## config.mk

```make
export PLATFORM = sky130hd
export DESIGN_NAME = branch_resolver
export DESIGN_NICKNAME = d
export VERILOG_FILES = /design/src/rtl/branch_resolver_pkg.sv /design/src/rtl/branch_cond_eval.sv /design/src/rtl/branch_resolver.sv
export SDC_FILE = /design/constraint.sdc
export NUM_CORES = 1
export LEC_CHECK = 0
export CAP_MARGIN = 20
export CORE_ASPECT_RATIO = 1.25
export CORE_MARGIN = 2
export CORE_UTILIZATION = 40
export CTS_CLUSTER_DIAMETER = 40
export DETAILED_ROUTE_END_ITERATION = 10
export GPL_TIMING_DRIVEN = 0
export PLACE_DENSITY = 0.66
export SLEW_MARGIN = 30
export SYNTH_ARGS = -nofsm -noshare
export SYNTH_HDL_FRONTEND = slang
export SYNTH_HIERARCHICAL = 1
export SYNTH_SLANG_ARGS = --single-unit
```

## constraint.sdc

```tcl
create_clock -name i_Clk -period 3.13 [get_ports i_Clk]
set_input_delay 0.4695 -clock i_Clk [delete_from_list [all_inputs] [get_ports i_Clk]]
set_output_delay 0.4695 -clock i_Clk [all_outputs]
set_load 0.1 [all_outputs]
```

## src/rtl/branch_resolver_pkg.sv

```systemverilog
// -----------------------------------------------------------------------------
// branch_resolver_pkg
// Shared constants for the VeSPA branch resolver:
//   - bus and condition-code widths
//   - branch condition encodings (COND_BRA .. COND_BMI, 14/15 reserved)
//   - condition-code bit positions within {C,Z,N,V}
//   - resolver state encoding
// -----------------------------------------------------------------------------
package branch_resolver_pkg;

   localparam int BUS_MSB    = 31;
   localparam int BUS_W      = BUS_MSB + 1;
   localparam int CCODES_MSB = 3;

   // Condition-code bit positions: bit3=C, bit2=Z, bit1=N, bit0=V
   localparam int CC_C = 3;
   localparam int CC_Z = 2;
   localparam int CC_N = 1;
   localparam int CC_V = 0;

   typedef enum logic [3:0] {
      COND_BRA  = 4'd0,
      COND_BNV  = 4'd1,
      COND_BCC  = 4'd2,
      COND_BCS  = 4'd3,
      COND_BVC  = 4'd4,
      COND_BVS  = 4'd5,
      COND_BEQ  = 4'd6,
      COND_BNE  = 4'd7,
      COND_BGE  = 4'd8,
      COND_BLT  = 4'd9,
      COND_BGT  = 4'd10,
      COND_BLE  = 4'd11,
      COND_BPL  = 4'd12,
      COND_BMI  = 4'd13,
      COND_RSV0 = 4'd14,
      COND_RSV1 = 4'd15
   } cond_e;

   typedef enum logic [1:0] {
      BR_IDLE    = 2'd0,
      BR_WAIT_CC = 2'd1,
      BR_RESOLVE = 2'd2,
      BR_FLUSH   = 2'd3
   } br_state_e;

endpackage

```

## src/rtl/branch_cond_eval.sv

```systemverilog
// -----------------------------------------------------------------------------
// branch_cond_eval
// Purely combinational branch condition evaluator, shared with the VM model
// checker.
// Ports:
//   cond    [3:0]            branch condition field
//   codes   [CCODES_MSB:0]   condition codes {C,Z,N,V}
//   taken                    branch condition holds
//   illegal                  cond is a reserved encoding (never taken)
// -----------------------------------------------------------------------------
module branch_cond_eval
   import branch_resolver_pkg::*;
(
   input  logic [3:0]          cond,
   input  logic [CCODES_MSB:0] codes,
   output logic                taken,
   output logic                illegal
);

   logic c_s;
   logic z_s;
   logic n_s;
   logic v_s;
   logic lt_s;

   // Decode the condition field against the current condition codes
   always_comb begin
      c_s     = codes[CC_C];
      z_s     = codes[CC_Z];
      n_s     = codes[CC_N];
      v_s     = codes[CC_V];
      // signed less-than as seen by the ALU flags
      lt_s    = n_s ^ v_s;
      taken   = 1'b0;
      illegal = 1'b0;
      case (cond)
         COND_BRA: taken = 1'b1;
         COND_BNV: taken = 1'b0;
         COND_BCC: taken = ~c_s;
         COND_BCS: taken = c_s;
         COND_BVC: taken = ~v_s;
         COND_BVS: taken = v_s;
         COND_BEQ: taken = z_s;
         COND_BNE: taken = ~z_s;
         COND_BGE: taken = ~lt_s;
         COND_BLT: taken = lt_s;
         COND_BGT: taken = ~(z_s | lt_s);
         COND_BLE: taken = z_s | lt_s;
         COND_BPL: taken = ~n_s;
         COND_BMI: taken = n_s;
         default: begin
            taken   = 1'b0;
            illegal = 1'b1;
         end
      endcase
   end

endmodule

```

## src/rtl/branch_resolver.sv

```systemverilog
// -----------------------------------------------------------------------------
// branch_resolver
// Resolves VeSPA conditional branches. Accepts a request from decode over a
// valid/ready handshake, waits out pending condition-code updates, evaluates
// the condition against the live codes, pulses a redirect to fetch when taken
// and then blocks new requests for FLUSH_CYCLES cycles.
//
// Optional feature: define BRANCH_RESOLVER_STATS_EN to add saturating 16-bit
// taken / not-taken counters and a synchronous clear input.
//
// Ports:
//   i_Clk           clock, rising edge
//   i_Rst           asynchronous active-low reset
//   i_ReqValid      branch request valid
//   o_ReqReady      request can be accepted (IDLE only)
//   i_Cond          condition field
//   i_PC            address of the instruction after the branch
//   i_Disp          signed displacement
//   i_CondCodes     {C,Z,N,V}
//   i_CCPending     an in-flight ALU op will update the codes later
//   o_Redirect      one-cycle pulse, branch taken
//   o_Target        redirect address, holds last value otherwise
//   o_Resolved      one-cycle pulse on every resolution
//   o_IllegalCond   one-cycle pulse with o_Resolved for reserved conds
//   o_Flushing      high while in FLUSH
//   i_StatsClr      (stats build) synchronous counter clear
//   o_TakenCount    (stats build) taken resolutions, saturating
//   o_NotTakenCount (stats build) not-taken resolutions, saturating
// -----------------------------------------------------------------------------
module branch_resolver
   import branch_resolver_pkg::*;
#(
   parameter int FLUSH_CYCLES = 2,
   parameter int DISP_W       = 23
)(
   input  logic                  i_Clk,
   input  logic                  i_Rst,
   input  logic                  i_ReqValid,
   output logic                  o_ReqReady,
   input  logic [3:0]            i_Cond,
   input  logic [BUS_MSB:0]      i_PC,
   input  logic [DISP_W-1:0]     i_Disp,
   input  logic [CCODES_MSB:0]   i_CondCodes,
   input  logic                  i_CCPending,
   output logic                  o_Redirect,
   output logic [BUS_MSB:0]      o_Target,
   output logic                  o_Resolved,
   output logic                  o_IllegalCond,
   output logic                  o_Flushing
`ifdef BRANCH_RESOLVER_STATS_EN
   ,
   input  logic                  i_StatsClr,
   output logic [15:0]           o_TakenCount,
   output logic [15:0]           o_NotTakenCount
`endif
);

   localparam logic [3:0] FLUSH_LOAD = 4'(FLUSH_CYCLES - 1);

   br_state_e        state_r;
   logic [3:0]       cond_r;
   logic [BUS_MSB:0] target_r;       // target computed at accept
   logic [BUS_MSB:0] target_hold_r;  // last redirected target
   logic [3:0]       flush_cnt_r;
   logic             ready_r;
   logic             flushing_r;

   logic             accept_s;
   logic             taken_s;
   logic             illegal_s;
   logic             in_resolve_s;
   logic             redirect_s;
   logic [BUS_MSB:0] disp_ext_s;

   branch_cond_eval u_cond_eval (
      .cond    (cond_r),
      .codes   (i_CondCodes),
      .taken   (taken_s),
      .illegal (illegal_s)
   );

   // Handshake and sign extension of the displacement to bus width
   always_comb begin
      accept_s   = i_ReqValid & ready_r;
      disp_ext_s = {{(BUS_W-DISP_W){i_Disp[DISP_W-1]}}, i_Disp};
   end

   // Resolution pulses: codes are only authoritative in the RESOLVE cycle
   always_comb begin
      in_resolve_s  = (state_r == BR_RESOLVE);
      redirect_s    = in_resolve_s & taken_s;
      o_Resolved    = in_resolve_s;
      o_Redirect    = redirect_s;
      o_IllegalCond = in_resolve_s & illegal_s;
      if (redirect_s) begin
         o_Target = target_r;
      end else begin
         o_Target = target_hold_r;
      end
      o_ReqReady = ready_r;
      o_Flushing = flushing_r;
   end

   // Resolver FSM; ready/flushing are registered from the next state so that
   // ready stays low throughout reset and rises on the first edge after it
   always_ff @(posedge i_Clk or negedge i_Rst) begin
      if (!i_Rst) begin
         state_r       <= BR_IDLE;
         cond_r        <= 4'd0;
         target_r      <= '0;
         target_hold_r <= '0;
         flush_cnt_r   <= 4'd0;
         ready_r       <= 1'b0;
         flushing_r    <= 1'b0;
      end else begin
         case (state_r)
            BR_IDLE: begin
               if (accept_s) begin
                  cond_r   <= i_Cond;
                  target_r <= i_PC + disp_ext_s;
                  ready_r  <= 1'b0;
                  // only the pending flag at the accept edge matters
                  if (i_CCPending) begin
                     state_r <= BR_WAIT_CC;
                  end else begin
                     state_r <= BR_RESOLVE;
                  end
               end else begin
                  ready_r <= 1'b1;
               end
            end
            BR_WAIT_CC: begin
               if (i_CCPending) begin
                  state_r <= BR_WAIT_CC;
               end else begin
                  state_r <= BR_RESOLVE;
               end
            end
            BR_RESOLVE: begin
               if (taken_s) begin
                  state_r       <= BR_FLUSH;
                  flush_cnt_r   <= FLUSH_LOAD;
                  flushing_r    <= 1'b1;
                  target_hold_r <= target_r;
               end else begin
                  state_r <= BR_IDLE;
                  ready_r <= 1'b1;
               end
            end
            BR_FLUSH: begin
               if (flush_cnt_r == 4'd0) begin
                  state_r    <= BR_IDLE;
                  flushing_r <= 1'b0;
                  ready_r    <= 1'b1;
               end else begin
                  flush_cnt_r <= flush_cnt_r - 4'd1;
               end
            end
            default: begin
               state_r    <= BR_IDLE;
               ready_r    <= 1'b0;
               flushing_r <= 1'b0;
            end
         endcase
      end
   end

`ifdef BRANCH_RESOLVER_STATS_EN
   logic [15:0] taken_cnt_r;
   logic [15:0] not_taken_cnt_r;

   // Saturating resolution statistics; reserved conds count as not taken
   always_ff @(posedge i_Clk or negedge i_Rst) begin
      if (!i_Rst) begin
         taken_cnt_r     <= 16'd0;
         not_taken_cnt_r <= 16'd0;
      end else if (i_StatsClr) begin
         taken_cnt_r     <= 16'd0;
         not_taken_cnt_r <= 16'd0;
      end else if (in_resolve_s) begin
         if (taken_s) begin
            if (taken_cnt_r != 16'hFFFF) begin
               taken_cnt_r <= taken_cnt_r + 16'd1;
            end else begin
               taken_cnt_r <= taken_cnt_r;
            end
         end else begin
            if (not_taken_cnt_r != 16'hFFFF) begin
               not_taken_cnt_r <= not_taken_cnt_r + 16'd1;
            end else begin
               not_taken_cnt_r <= not_taken_cnt_r;
            end
         end
      end else begin
         taken_cnt_r     <= taken_cnt_r;
         not_taken_cnt_r <= not_taken_cnt_r;
      end
   end

   // Counter outputs
   always_comb begin
      o_TakenCount    = taken_cnt_r;
      o_NotTakenCount = not_taken_cnt_r;
   end
`endif

endmodule

```

==> flow_results.xml, run 1 <==
<?xml version="1.0" encoding="UTF-8"?>
<metrics>
  <group name="run_status">
    <metric name="status" unit="">completed</metric>
  </group>
  <group name="power">
    <metric name="p_switching" unit="mW">3.79</metric>
    <metric name="power_density_over_cell_area" unit="mW/mm²">1130</metric>
    <metric name="power_frac_seq" unit="">0.236</metric>
    <metric name="internal_power_component" unit="mW">3.28</metric>
    <metric name="combinationalPowerShare" unit="">0.616</metric>
    <metric name="switching_fraction" unit="">0.536</metric>
    <metric name="total_power" unit="mW">7.07</metric>
    <metric name="clockPowerShare" unit="">0.148</metric>
    <metric name="peakVddDrop" unit="V">0.000752</metric>
    <metric name="p_leak" unit="nW">2.78</metric>
  </group>
  <group name="sta">
    <metric name="finalSetupViolations" unit="">0</metric>
    <metric name="max_freq" unit="GHz">0.332</metric>
    <metric name="rsz0062_at_grt" unit="">false</metric>
    <metric name="worstMarginPinSlew" unit="ps">962</metric>
    <metric name="final.period_utilization" unit="">0.963</metric>
    <metric name="period_minus_slack" unit="ps">3010</metric>
    <metric name="hold_viol_final" unit="">0</metric>
    <metric name="relSlewSlack" unit="">0.356</metric>
    <metric name="clock_skew" unit="ps">6.24</metric>
    <metric name="report.final.slew_viol_count" unit="">0</metric>
  </group>
  <group name="routing">
    <metric name="first_pass_iters" unit="">4</metric>
    <metric name="drt-initial-drc-count" unit="">200</metric>
    <metric name="route.detailed.vias_per_inst" unit="">5.38</metric>
    <metric name="detail_route.wirelength" unit="µm">11600</metric>
    <metric name="detail_route.wl_per_cell" unit="µm">15.2</metric>
    <metric name="drtAntennaViolNets" unit="">0</metric>
    <metric name="via_count" unit="">4102</metric>
    <metric name="detail_route.drc_violations" unit="">0</metric>
  </group>
  <group name="logic_synthesis">
    <metric name="yosys.area.top_type_share" unit="">0.406</metric>
    <metric name="post_synth_inst_count" unit="">505</metric>
    <metric name="synthDominantAreaCellType" unit="">sky130_fd_sc_hd__dfrtp_1</metric>
    <metric name="postSynthNetCount" unit="">606</metric>
    <metric name="syn-mean-instance-area" unit="µm²">9.27</metric>
    <metric name="synth-main-ff-cell" unit="">sky130_fd_sc_hd__dfrtp_1</metric>
    <metric name="synth.yosys.warnings" unit="">6</metric>
    <metric name="post-synth-top-count-cell" unit="">sky130_fd_sc_hd__nand2_1</metric>
    <metric name="synth_edf_count" unit="">0</metric>
    <metric name="combined_area_of_all_synthesized_cells" unit="mm²">0.00468</metric>
    <metric name="async_reset_ff_frac" unit="">1.00</metric>
    <metric name="yosys.cell_types.count" unit="">54</metric>
    <metric name="ys_ff_latch" unit="">76</metric>
    <metric name="ys_top_cells_by_area" unit="">sky130_fd_sc_hd__dfrtp_1 (41%), sky130_fd_sc_hd__ha_1 (8.8%), sky130_fd_sc_hd__mux2_2 (7.7%)</metric>
    <metric name="ys_top_cells_by_count" unit="">sky130_fd_sc_hd__nand2_1 (86), sky130_fd_sc_hd__dfrtp_1 (76), sky130_fd_sc_hd__o21ai_0 (47)</metric>
    <metric name="synth.yosys.seq_area_share" unit="">0.406</metric>
  </group>
  <group name="placement">
    <metric name="portBuffers" unit="">103</metric>
    <metric name="dp_hpwl" unit="µm">8930</metric>
    <metric name="gp_congestion" unit="">0.870</metric>
  </group>
  <group name="grt">
    <metric name="grt_antenna_before_repair" unit="">0</metric>
    <metric name="grt_pass1_vias" unit="">4128</metric>
    <metric name="global_route.usage.total" unit="">0.190</metric>
    <metric name="globalRoute.totalOverflow" unit="">0</metric>
    <metric name="grt_first_pass_wirelength" unit="µm">19200</metric>
    <metric name="grt_max_degree" unit="">53</metric>
  </group>
  <group name="cts">
    <metric name="worst_setup_hold_path_clk_slew" unit="ps">60</metric>
    <metric name="clkSinkCount" unit="">76</metric>
    <metric name="tritoncts_clock_tree" unit="">built</metric>
    <metric name="h-tree-depth" unit="">3</metric>
    <metric name="clock_tree.buffer_depth" unit="">2</metric>
    <metric name="cts_inserted_buffers" unit="">9</metric>
    <metric name="clk_root_buffer_cell" unit="">sky130_fd_sc_hd__clkbuf_16</metric>
    <metric name="insertion_delay" unit="ps">340</metric>
  </group>
  <group name="floorplan">
    <metric name="fp.dieW" unit="µm">101</metric>
    <metric name="placement_rows" unit="">44</metric>
    <metric name="design.core.area" unit="mm²">0.0115</metric>
    <metric name="design.die.area" unit="mm²">0.0126</metric>
    <metric name="floorplan.io_pins" unit="">104</metric>
    <metric name="initial_core_util" unit="">0.407</metric>
    <metric name="floorplan.die.height" unit="µm">125</metric>
  </group>
  <group name="worst_setup_path">
    <metric name="worstPathRequired" unit="ps">2660</metric>
    <metric name="critPathSlowestCell" unit="">sky130_fd_sc_hd__clkdlybuf4s50_1</metric>
    <metric name="worst-r2r-cell-count" unit="">6</metric>
    <metric name="path_cells" unit="">clkdlybuf4s50_1 -&gt; or2_1 -&gt; a211oi_2 -&gt; a211oi_1 -&gt; nand3_1 -&gt; and2_4 -&gt; buf_6 -&gt; mux2_2 -&gt; buf_4</metric>
    <metric name="worst_r2r_startpoint" unit="">state_r[1]$_DFFE_PN0P_</metric>
    <metric name="cp.arrival" unit="ps">2540</metric>
    <metric name="cp_max_fanout" unit="">10</metric>
    <metric name="cp_slowest_stage_delay" unit="ps">450</metric>
    <metric name="startpoint" unit="">i_CondCodes[1]</metric>
    <metric name="timing.critical_path.from_type" unit="">primary input</metric>
    <metric name="endpoint_kind_of_the_worst_setup_timing_path" unit="">primary output</metric>
    <metric name="timing.setup.critical_path_class" unit="">in -&gt; out</metric>
  </group>
  <group name="final_layout">
    <metric name="multi_input_area" unit="mm²">0.00270</metric>
    <metric name="share_of_layout_cells_above_drive_strength_1" unit="">0.166</metric>
    <metric name="final_core_util" unit="">0.544</metric>
    <metric name="antenna-diode-count" unit="">0</metric>
    <metric name="regArea" unit="mm²">0.00190</metric>
    <metric name="final_net_count" unit="">721</metric>
    <metric name="layout-area-overhead-vs-synth" unit="%">33.7</metric>
    <metric name="num-fill-cells" unit="">1051</metric>
  </group>
  <group name="min_path">
    <metric name="hold_class" unit="">in -&gt; async</metric>
  </group>
  <group name="flow_run">
    <metric name="drv_cap" unit="">0</metric>
  </group>
</metrics>
==> repair_timing <==
item | 4_1_cts | 5_1_grt
gates resized for setup | 191 | 33
hold buffers | 0 | 0
gates cloned | 0 | 0
setup buffers | 0 | 1
pin swaps | 1 | 2
endpoints found under the hold margin | 0 | 0
setup endpoints to repair | 34 | 34
==> placed cells by master (no fill, tap or decap), drive strengths merged, types with 3 or more instances in the layout <==
cell type | netlist | final
nand2b | 3 | 3
a21oi | 43 | 43
dfrtp | 76 | 76
a211oi | 10 | 10
buf | 5 | 40
nand3 | 8 | 8
mux2i | 3 | 3
clkinvlp | 0 | 3
xor2 | 15 | 15
inv | 8 | 8
o21ai | 51 | 51
xnor2 | 15 | 15
ha | 33 | 33
or2 | 3 | 3
and3 | 5 | 5
nand4 | 5 | 5
nand2 | 86 | 86
clkbuf | 13 | 23
nor2 | 29 | 29
clkdlybuf4s50 | 0 | 69
o31ai | 3 | 3
o211ai | 6 | 6
mux2 | 32 | 32
nor3 | 10 | 10
and2 | 3 | 3
a21o | 9 | 9
==> metrics by stage <==
| step | cells | cell area, µm² | setup slack [ps] | hold slack [ps] | setup TNS, ps |
|---|---|---|---|---|---|
| 2_1_floorplan | 505 | 4690 | 75.7 | 174 | 0 |
| 3_3_place_gp | 746 | 5890 | -1150 | 455 | -110360 |
| 3_5_place_dp | 747 | 5920 | -1270 | 405 | -40010 |
| 4_1_cts | 762 | 6180 | 8.04 | 42.5 | 0 |
| 5_1_grt | 763 | 6260 | 1.79 | 53.9 | 0 |
| 6_report | 763 | 6260 | 117 | 33.1 | 0 |
==> layout make-up <==
class	count	share of cell area
flip-flops and latches	76	0.304
repair buffers	105	0.169
multi-input cells	403	0.431
plain buffers	17	0.0152
well taps	138	0.0276
clock buffers	11	0.0388
inverters	8	0.00480
clock inverters	5	0.00980
==> path summary, 6_finish.rpt <==
check / to / slack (ps)
worst max-delay path: o_Target[27] / 120
worst min-delay path: state_r[1]$_DFFE_PN0P_ / 30
worst max register to register: target_r[6]$_DFFE_PN0P_ / 1060
worst min register to register: target_r[22]$_DFFE_PN0P_ / 470
max in group asynchronous: target_hold_r[9]$_DFFE_PN0P_ / 2550
min in group i_Clk: target_r[22]$_DFFE_PN0P_ / 470
==> layer usage <==
| layer | vias up | wire [µm] | GRT usage |
|---|---|---|---|
| li1 | 2043 | - | - |
| met1 | 1953 | 5080 | 0.238 |
| met2 | 94 | 5900 | 0.327 |
| met3 | 12 | 444 | 0.0313 |
| met4 | 0 | 160 | 0.0661 |
| met5 | - | 0 | 0 |
==> state kept, by name, indices dropped and copies added, names as in the netlist <==
| register | count |
|---|---|
| target_hold_r | 32 |
| o_ReqReady | 1 |
| cond_r | 4 |
| state_r | 2 |
| target_r | 32 |
| flush_cnt_r | 4 |
| o_Flushing | 1 |
==> worst max-delay path: cells and delay by family <==
family          cells  cell delay, ps
buf+inv             3             860
simple gates        3             620
compound gates      2             240
mux                 1             350
==> logic make-up after synthesis <==
kind of cell | share of synthesized area
simple gates | 0.151
compound gates | 0.187
flops | 0.406
mux | 0.0834
fa+ha+maj | 0.0925
xor+xnor | 0.0561
buf+inv | 0.0235
==> power groups by stage <==
stage / registers [mW] / logic, mW / clock network (mW)
finish: 1.67 / 4.35 / 1.04
global route: 1.73 / 4.58 / 1.10
CTS: 1.67 / 4.23 / 1.06
detailed placement: 1.68 / 4.28 / 0
global placement: 1.65 / 4.23 / 0
floorplan: 1.67 / 3.25 / 0
Note: power is estimated with default switching activity, not from simulation.
==> run 2, diff against run 1 <==
--- a/config.mk
+++ b/config.mk
@@ -12,7 +12,7 @@
 export CTS_CLUSTER_DIAMETER = 40
 export DETAILED_ROUTE_END_ITERATION = 10
 export GPL_TIMING_DRIVEN = 0
-export PLACE_DENSITY = 0.66
+export PLACE_DENSITY = 0.76
 export SLEW_MARGIN = 30
 export SYNTH_ARGS = -nofsm -noshare
 export SYNTH_HDL_FRONTEND = slang
==> run 2 against run 1 <==
  * Combinational power increased by 2%
  * Fmax shrank 2.5%
  * Routed wire length grew 1.8%
  * Clock power hardly changed
==> flow_results.xml, run 2 (synthesized netlist as in run 1, its figures left out) <==
<?xml version="1.0" encoding="UTF-8"?>
<metrics>
  <group name="worst_setup_path">
    <metric name="timing.setup.critical_path_class" unit="">in -&gt; out</metric>
    <metric name="path_cells" unit="">clkdlybuf4s50_1 -&gt; or2_1 -&gt; a211oi_2 -&gt; a211oi_1 -&gt; nand3_1 -&gt; and2_4 -&gt; buf_4 -&gt; mux2_2 -&gt; clkbuf_4</metric>
    <metric name="cp_num_buf_inv" unit="">3</metric>
    <metric name="endpoint_kind_of_the_worst_setup_timing_path" unit="">primary output</metric>
    <metric name="cp_slowest_stage_delay" unit="ps">490</metric>
    <metric name="cp.arrival" unit="ps">2620</metric>
    <metric name="critPathSlowestCell" unit="">sky130_fd_sc_hd__clkdlybuf4s50_1</metric>
    <metric name="worstPathRequired" unit="ps">2660</metric>
    <metric name="cp_max_fanout" unit="">8</metric>
    <metric name="timing.critical_path.from_type" unit="">primary input</metric>
    <metric name="cp_top_family" unit="">buffers and inverters</metric>
  </group>
  <group name="cts">
    <metric name="tritoncts_clock_tree" unit="">built</metric>
    <metric name="clkSinkCount" unit="">76</metric>
    <metric name="worst_setup_hold_path_clk_slew" unit="ps">60</metric>
    <metric name="h-tree-depth" unit="">3</metric>
    <metric name="insertion_delay" unit="ps">330</metric>
    <metric name="clock_tree.buffer_depth" unit="">2</metric>
    <metric name="cts.hold.buffers_added" unit="">0</metric>
    <metric name="cts_inserted_buffers" unit="">9</metric>
    <metric name="clk_root_buffer_cell" unit="">sky130_fd_sc_hd__clkbuf_16</metric>
  </group>
  <group name="sta">
    <metric name="final.period_utilization" unit="">0.987</metric>
    <metric name="final.setup.worst_slack" unit="ps">40.0</metric>
    <metric name="report.final.slew_viol_count" unit="">0</metric>
    <metric name="clock_skew" unit="ps">6.88</metric>
    <metric name="worstMarginPinSlew" unit="ps">1010</metric>
    <metric name="finalSetupViolations" unit="">0</metric>
    <metric name="max_freq" unit="GHz">0.324</metric>
    <metric name="period_minus_slack" unit="ps">3090</metric>
    <metric name="relSlewSlack" unit="">0.328</metric>
    <metric name="hold_viol_final" unit="">0</metric>
  </group>
  <group name="routing">
    <metric name="via_count" unit="">4175</metric>
    <metric name="detail_route.drc_violations" unit="">0</metric>
    <metric name="drtAntennaViolNets" unit="">0</metric>
    <metric name="route.detailed.vias_per_inst" unit="">5.45</metric>
    <metric name="detail_route.wl_per_cell" unit="µm">15.4</metric>
    <metric name="detail_route.wirelength" unit="µm">11800</metric>
    <metric name="first_pass_iters" unit="">4</metric>
    <metric name="drt-initial-drc-count" unit="">230</metric>
  </group>
  <group name="run_status">
    <metric name="status" unit="">completed</metric>
  </group>
  <group name="placement">
    <metric name="gp_congestion" unit="">0.894</metric>
    <metric name="dp.cells" unit="">747</metric>
    <metric name="place_worst_setup_slack" unit="ps">-1200</metric>
    <metric name="portBuffers" unit="">103</metric>
    <metric name="dp_hpwl" unit="µm">9220</metric>
  </group>
  <group name="final_layout">
    <metric name="final_net_count" unit="">724</metric>
    <metric name="top_regs" unit="">target_hold_r (32), target_r (32)</metric>
    <metric name="multi_input_area" unit="mm²">0.00269</metric>
    <metric name="layout_common_cells" unit="">sky130_fd_sc_hd__nand2_1 (86), sky130_fd_sc_hd__dfrtp_1 (76), sky130_fd_sc_hd__clkdlybuf4s50_1 (68)</metric>
    <metric name="regArea" unit="mm²">0.00190</metric>
    <metric name="antenna-diode-count" unit="">0</metric>
    <metric name="layout-area-overhead-vs-synth" unit="%">34.8</metric>
    <metric name="share_of_layout_cells_above_drive_strength_1" unit="">0.170</metric>
    <metric name="leading_cell_type_in_the_layout_fill_and_taps_excluded" unit="">sky130_fd_sc_hd__nand2_1</metric>
    <metric name="stdcell_count" unit="">766</metric>
    <metric name="num-fill-cells" unit="">1000</metric>
  </group>
  <group name="floorplan">
    <metric name="fp.dieW" unit="µm">101</metric>
    <metric name="floorplan.io_pins" unit="">104</metric>
    <metric name="floorplan.die.height" unit="µm">125</metric>
    <metric name="initial_core_util" unit="">0.407</metric>
    <metric name="placement_rows" unit="">44</metric>
    <metric name="design.core.area" unit="mm²">0.0115</metric>
    <metric name="design.die.area" unit="mm²">0.0126</metric>
  </group>
  <group name="min_path">
    <metric name="hold_class" unit="">in -&gt; async</metric>
  </group>
  <group name="grt">
    <metric name="grt_pass1_vias" unit="">4159</metric>
    <metric name="grt_max_degree" unit="">49</metric>
    <metric name="grt_first_pass_wirelength" unit="µm">19500</metric>
    <metric name="global_route.usage.total" unit="">0.193</metric>
    <metric name="grt_antenna_before_repair" unit="">0</metric>
    <metric name="globalRoute.totalOverflow" unit="">0</metric>
  </group>
  <group name="power">
    <metric name="power_density_over_cell_area" unit="mW/mm²">1130</metric>
    <metric name="p_leak" unit="nW">2.82</metric>
    <metric name="peakVddDrop" unit="V">0.000587</metric>
    <metric name="total_power" unit="mW">7.13</metric>
  </group>
  <group name="flow_run">
    <metric name="drv_cap" unit="">0</metric>
  </group>
</metrics>
## run 2: cell count changes in the layout (fill, tap and decap cells not counted), moves of 2 or more
cell / delta
sky130_fd_sc_hd__buf_2: -4
sky130_fd_sc_hd__buf_8: +2
sky130_fd_sc_hd__clkinv_2: +2
sky130_fd_sc_hd__a2111oi_2: -2
sky130_fd_sc_hd__clkbuf_4: +4
## run 2: report_power, final
group          switching (mW)  internal, mW  total [mW]  leakage [nW]
Sequential              0.247          1.43        1.68         0.949
Combinational            3.16          1.27        4.43          1.73
Clock                   0.391         0.636        1.03         0.144
Total                    3.80          3.33        7.13          2.82
## run 2: worst register-to-register path, stage by stage, from the launching register on
cell,delay (ps)
sky130_fd_sc_hd__dfrtp_1,460
sky130_fd_sc_hd__or2_1,270
sky130_fd_sc_hd__a211oi_2,190
sky130_fd_sc_hd__a211oi_1,80
sky130_fd_sc_hd__nand3_1,130
sky130_fd_sc_hd__and2_4,250
sky130_fd_sc_hd__buf_8,170
sky130_fd_sc_hd__mux2_2,390
## run 2: repair_timing
item,4_1_cts,5_1_grt
gates resized for setup,197,35
pin swaps,1,2
endpoints found under the setup margin,35,34
cloned,0,0
setup buffers,0,4
## run 2: worst paths after layout
| check | from | to | slack (ps) | cells past startpoint |
|---|---|---|---|---|
| min in group i_Clk | target_r[12]$_DFFE_PN0P_ | target_r[12]$_DFFE_PN0P_ | 470 | 2 |
| setup / recovery | i_CondCodes[1] | o_Target[2] | 40 | 9 |
| hold / removal | i_Rst | target_hold_r[9]$_DFFE_PN0P_ | 60 | 1 |
| max in group asynchronous | i_Rst | target_hold_r[31]$_DFFE_PN0P_ | 2510 | 2 |
| hold reg to reg | target_r[12]$_DFFE_PN0P_ | target_r[12]$_DFFE_PN0P_ | 470 | 2 |
| setup reg to reg | cond_r[0]$_DFFE_PN0P_ | target_hold_r[14]$_DFFE_PN0P_ | 1070 | 7 |
## run 2: layer usage
layer,GRT usage,routed length [µm],share of wire
met1,0.236,4850,0.41
met2,0.338,6060,0.51
met3,0.0291,565,0.048
met4,0.0774,311,0.026
met5,0,0,0
## run 2: cell type report
cell class	count	area share
inverter	8	0.00476
buffer	17	0.0163
multi-input combinational	403	0.427
clock buffer	10	0.0379
clock inverter	6	0.0101
sequential	76	0.302
tap	138	0.0274
timing repair buffer	108	0.175
## run 2: stage by stage
stage               hold WS [ps]  area, µm²   util  TNS [ps]
finish                      55.0       6310  0.548         0
global placement             455       5890  0.512   -101600
detailed placement           421       5920  0.514    -37600
CTS                         65.4       6150  0.534         0
global route                87.3       6310  0.548      -290
floorplan                    174       4690      -         0
